`src/rtl/code_to_led_decoder.sv`:
```
// rtl/code_to_led_decoder.sv - turns a 3-bit encoder index back into an 8-LED pattern,
// either as a direct one-hot or as a bar graph that fills in one LED per tick.
module code_to_led_decoder #(
  parameter int TICK_DIV = 5000000,
  parameter int CNT_W    = 23
) (
  input  logic       clk,
  input  logic       rst_n,
  input  logic [2:0] code,
  input  logic       valid,
  input  logic       load,
  input  logic       mode,
  output logic [7:0] led,
  output logic       busy,
  output logic       done
);

  typedef enum logic [1:0] {IDLE, SWEEP, SHOW} state_t;

  localparam logic [CNT_W-1:0] CNT_MAX = CNT_W'(TICK_DIV - 1);

  state_t           state;
  logic             load_q;
  logic [CNT_W-1:0] cnt;
  logic [2:0]       step;
  logic [2:0]       code_r;
  logic             rise;

  assign rise = load & ~load_q;

  always_ff @(posedge clk) begin
    if (!rst_n) begin
      state  <= IDLE;
      load_q <= 1'b0;
      cnt    <= '0;
      step   <= 3'd0;
      code_r <= 3'd0;
      led    <= 8'h00;
      busy   <= 1'b0;
      done   <= 1'b0;
    end else begin
      load_q <= load;
      done   <= 1'b0;
      case (state)
        IDLE, SHOW: begin
          if (rise) begin
            if (!valid) begin
              led   <= 8'h00;
              state <= IDLE;
              done  <= 1'b1;
            end else if (!mode) begin
              code_r <= code;
              led    <= 8'h01 << code;
              state  <= SHOW;
              done   <= 1'b1;
            end else begin
              code_r <= code;
              led    <= 8'h01;
              step   <= 3'd0;
              cnt    <= '0;
              busy   <= 1'b1;
              state  <= SWEEP;
            end
          end
        end
        SWEEP: begin
          // Load edges are deliberately ignored here; the sweep always runs to code_r.
          if (cnt != CNT_MAX) begin
            cnt <= cnt + 1'b1;
          end else begin
            cnt <= '0;
            if (step == code_r) begin
              state <= SHOW;
              busy  <= 1'b0;
              done  <= 1'b1;
            end else begin
              step <= step + 3'd1;
              led  <= {led[6:0], 1'b1};
            end
          end
        end
        default: state <= IDLE;
      endcase
    end
  end

endmodule
```
`config.mk`:
```
export PLATFORM = sky130hd
export DESIGN_NAME = code_to_led_decoder
export DESIGN_NICKNAME = d
export VERILOG_FILES = /design/src/rtl/code_to_led_decoder.sv
export SDC_FILE = /design/constraint.sdc
export NUM_CORES = 1
export LEC_CHECK = 0
export BUFFER_PORTS_ARGS = -buffer_cell sky130_fd_sc_hd__buf_2
export CORE_MARGIN = 8
export CORE_UTILIZATION = 53
export CTS_CLUSTER_DIAMETER = 150
export DETAILED_ROUTE_END_ITERATION = 16
export PLACE_DENSITY = 0.75
export SYNTH_ARGS = -nofsm -noshare
export SYNTH_HDL_FRONTEND = slang
export SYNTH_SLANG_ARGS = --single-unit
export TNS_END_PERCENT = 100
```
`constraint.sdc`:
```
create_clock -name clk -period 1.63 [get_ports clk]
set_input_delay 0.326 -clock clk [delete_from_list [all_inputs] [get_ports clk]]
set_output_delay 0.326 -clock clk [all_outputs]
set_load 0.1 [all_outputs]
```
Word-level counts from Yosys, hierarchy flattened:

Index checks and enable logic that the tools add are counted.

* flip-flop bits (word level): 42
* bits of input ports: 8
* word-level logic and storage cells: 67

* $add $sub $neg: 2
* equality and inequality tests: 10
* shift-type cells: 1
* muxes and demuxes: 35
* bitwise gates (word level): 2
* reduce and logical (&&, ||, !) cells: 9

Operator list (number)
* 23-bit 2-to-1 mux: 4
* 23-bit case mux with 2 select lines: 1
* 8-bit 2-to-1 mux: 5
* 23-bit by 1-bit adder with 23-bit output, second input constant: 1
* 23-bit != test, second input constant: 1
* 8-bit case mux with 2 select lines: 1
* 3-bit 2-to-1 mux: 5
* 2-bit != test, second input constant: 6
* 6-bit AND reduction: 2
* 1-bit 2-to-1 mux: 10
* 2-bit 2-to-1 mux: 5
* 4-bit AND reduction: 2
* 1-bit by 3-bit left shift with 8-bit output, first input constant: 1
* 3-bit case mux with 2 select lines: 1
* 3-bit AND reduction: 2
* 1-bit case mux with 2 select lines: 2
* 2-bit case mux with 2 select lines: 1
* 3-bit by 1-bit adder with 3-bit output, second input constant: 1
* 3-bit == test: 1
* 2-bit by 1-bit == test with 1-bit output, second input constant: 1
* 2-bit == test, second input constant: 1
* 2-bit logical NOT: 1
* 2-bit nonzero test: 1
* 2-bit OR reduction: 1
* other kinds (2): 2

Depth between registers and ports, before layout:

* depth in word-level cells: 5
* depth in mapped cells: 7
* mapped depth without buffers: 6

Worst setup path after synthesis:

Ideal clock, no wire load.

* path type: register to register
* start: register cnt[0]
* end: register cnt[10]
* arrival: 1614 ps
* path slack: -102 ps
* stages on the path, launching flop included: 8
* buffers on the path: 1
* clock period less this slack: 1732 ps
* cell sequence: dfxtp_1 > ha_1 > and2_1 > and4bb_2 > nand3_1 > nand3b_1 > buf_2 > nor2_1

* longest elaborated chain between the ends: 3

Ends and longest elaborated chain
* from (decl): RTL line 24 `logic [CNT_W-1:0] cnt;`
* from (signal assigned): RTL line 69 `cnt <= cnt + 1'b1;`
* 23-bit by 1-bit adder with 23-bit output / 23-bit != test (equally long branches): RTL line 69, 68
* 23-bit 2-to-1 mux (*): RTL line 68 `if (cnt != CNT_MAX) begin`
* 23-bit case mux with 2 select lines (*): RTL line 44 `case (state)`

Mark *: on every way between the ends. The rest lies on a longest branch, timed or not.
A chain may end at the register's enable or synchronous reset.

Worst setup path in the final report:

* start: register cnt[14]
* end: register cnt[21]

The elaborated chain is that of the path after synthesis.

==> results by group <==
Placement
  – PortBufs: 17
  – Post-DP HPWL: 3882 um
  – Placed Area: 0.002597 sq mm
  – Routability Congestion: 0.9291

Clock tree
  – Later-pin clock latency in the skew report: 290 ps
  – TritonCTS clock tree: built
  – Root Buffer: clkbuf_8
  – Register clock-pin slew on the reported worst setup and hold paths: 80 ps
  – CTS max path bufs: 2
  – H-tree levels: 2
  – TritonCTS Buffers: 5
  – CTS Hold Bufs: 0
  – Clock sinks: 42

Worst setup path
  – Kind of critical path: reg2reg
  – Cell Chain, Critical Path: buf_4, nand4_1, or3_4, or3_4, a21oi_2
  – Most frequent CP cell: or3_4
  – Req. time, crit path: 1870 ps
  – Arrival time at the worst endpoint: 1890 ps
  – CP peak stage delay: 410 ps
  – CP endpoint kind: flip-flop
  – Worst Path Max Fanout: 3
  – CP max-delay cell: or3_4
  – Startpoint type of the worst setup path: flip-flop

STA
  – Post-layout min period: 1650 ps
  – Final Hold Fails: 0
  – Worst clock skew: 8.294 ps
  – Final period util: 101.2%
  – Slew HR: 67.61%
  – RSZ-0062 raised after global routing: yes
  – FMAX: 0.6061 GHz
  – Final worst slack: -19.82 ps
  – Setup violation total in the final timing report: 4
  – Worst slew pin tran: 489.2 ps
  – Max Slew Vio Count: 0

Power
  – Clk pwr share: 35.3%
  – Pwr dens: 758.7 mW/mm^2
  – Sw power: 623.7 uW
  – Leak: 0.001114 uW
  – Seq pwr share: 48.7%
  – Switching portion of total power: 28.33%
  – Peak supply drop: 0.5669 mV
  – Tot Pwr: 2201 uW
  – Int Power: 1578 uW
  – Share of power burned in combinational logic: 15.9%

Global routing
  – First-pass GRT wire length: 9197 um
  – Number of global-route vias before repair: 2006
  – Largest net degree at the start of global routing: 20
  – All-layer global routing usage: 17.97%
  – Initial antenna violation count: 0
  – Grt total ovfl: 0

Yosys
  – Gate count of the mapped netlist: 259
  – Syn Area/Cell: 8.333 sq um
  – Post-synthesis sequential area ratio: 38.96%
  – Number of synthesized flops with an enable pin: 0
  – Post-synth top cells: 42 x dfxtp_1, 32 x nand2_1, 26 x nor2_1, 16 x nand4_1, 12 x xnor2_1
  – Net Count, Synth: 269
  – Cell types occupying the most area after synthesis: dfxtp_1 39%, nand2_1 5.6%, xnor2_1 4.9%, nand4_1 4.6%, nor2_1 4.5%
  – Synth Cell Area: 0.002158 sq mm
  – FFs w/ async S/R, synth: 0%
  – Main synth FF type: dfxtp_1
  – Share of the synthesized area in the top cell type: 38.96%
  – Yosys top cell by area: dfxtp_1
  – Top-count cell post-synth: dfxtp_1
  – Synth unique cells: 51
  – Synth warn: 0
  – Yosys reg bits: 42

Finish
  – Multi-input logic area: 0.001399 sq mm
  – Register area: 855.8 sq um
  – Final net count: 323
  – Share of cells above drive strength 1: 35.35%
  – Antenna cells: 0
  – Fin area: 0.002902 sq mm
  – FILL cells: 289
  – Layout area overhead: 34.43%

Die
  – Die H: 79.82 um
  – Die X: 79.82 um
  – FP Rows: 23
  – Total Die Area: 0.006370 sq mm
  – Core Area: 0.003971 sq mm
  – IO Pins: 18
  – Initial core utilization: 54.35%

Routing
  – Via Count: 2131
  – Vias per cell: 5.854
  – WL final: 5698 um
  – DR WL/cell: 15.65 um
  – Remaining antenna violation count: 0
  – Drt first pass iters: 5
  – DR DRC count: 0
  – 1st-iter DRT viols: 173

Outcome
  – Failing checks: setup timing
  – Outcome: finished with violations

Run
  – Max cap viols: 0

Worst hold path
  – Hold/Removal Path Class: in2reg
[power by group through the flow]
stage | registers, uW | clock network [uW] | logic [uW]
6_report | 1070 | 778 | 351
2_1_floorplan | 1230 | 0 | 117
5_1_grt | 1080 | 849 | 370
3_3_place_gp | 1100 | 0 | 330
4_1_cts | 1070 | 800 | 345
3_5_place_dp | 1100 | 0 | 334
[state kept, by name (all words and copies together) (netlist names)]
signal and flops:
done 1, cnt 23, state 2, led 8
step 3, code_r 3, load_q 1, busy 1
[cells by family after synthesis]
group | synth area share, %
compound gates | 15.59
xor+xnor | 8.116
fa+ha+maj | 1.159
buf+inv | 3.710
flops | 38.96
simple gates | 32.46
[layout by cell type (no fill, tap or decap), drive strengths merged, types with 2 or more instances in the layout]
master / synthesis / layout
nand4: 17 / 17
and2: 4 / 4
and4: 2 / 2
a21boi: 3 / 3
clkbuf: 9 / 8
nand3: 11 / 11
o21ai: 6 / 6
nor2b: 3 / 3
nor2: 26 / 26
o211ai: 3 / 3
dfxtp: 42 / 42
o311ai: 2 / 2
nand2: 32 / 32
or3: 3 / 3
inv: 3 / 3
and3: 6 / 6
xnor2: 12 / 12
nor3: 4 / 4
o21a: 2 / 2
nor4bb: 2 / 2
buf: 6 / 62
nor4: 7 / 7
ha: 2 / 2
nand2b: 2 / 2
a32oi: 5 / 5
a21oi: 11 / 11
o31ai: 7 / 7
a31oi: 4 / 4
nor3b: 3 / 3
xor2: 8 / 8
[cell type report]
type,count,share of cell area [%]
timing repair buffer,62,15.96
inverter,3,0.3881
multi-input combinational,199,48.21
tap,50,2.156
clock buffer,8,3.795
sequential,42,29.50
[what timing repair did]
action | CTS | global route
endpoints found under the setup margin | 31 | 36
resized for setup | 13 | 27
pin swaps | 6 | 11
buffers inserted | 3 | 1
[per-layer routing]
metal  share of wire, %  up-vias  GRT usage [%]
li1                   -     1050              -
met1                 45     1017          22.29
met2                 49       53          29.26
met3                4.4       11          4.392
met4                1.9        0          6.727
met5                  0        -              0
[worst max-delay path, delay by kind of cell, from the launching register on]
kind | cells | cell delay [ps]
AO/OA/AOI/OAI | 1 | 120
buffers and inverters | 1 | 140
flip-flops | 1 | 360
AND/OR/NAND/NOR | 3 | 960
[final timing paths]
kind / end / cells past startpoint / startpoint / slack [ps]
setup / recovery: cnt[21] / 5 / cnt[14] / -20
hold / removal: load_q / 2 / load / 270
hold reg to reg: code_r[2] / 2 / code_r[2] / 480
setup reg to reg: cnt[21] / 5 / cnt[14] / -20
[metrics by stage]
stage          setup slack [ps]  instances  hold WS (ps)  utilization, %  setup TNS (ps)
3_3_place_gp             -64.83        352         445.4           65.41          -413.1
2_1_floorplan            0.2546        259         443.8               -               0
6_report                 -19.82        364         271.7           73.06          -41.93
3_5_place_dp             -83.78        352         471.6           65.41           -1225
4_1_cts                  -14.69        363         266.6           70.01          -27.85
5_1_grt                  -76.25        364         289.3           73.06           -1634
Note: power is estimated with default switching activity, not from simulation.
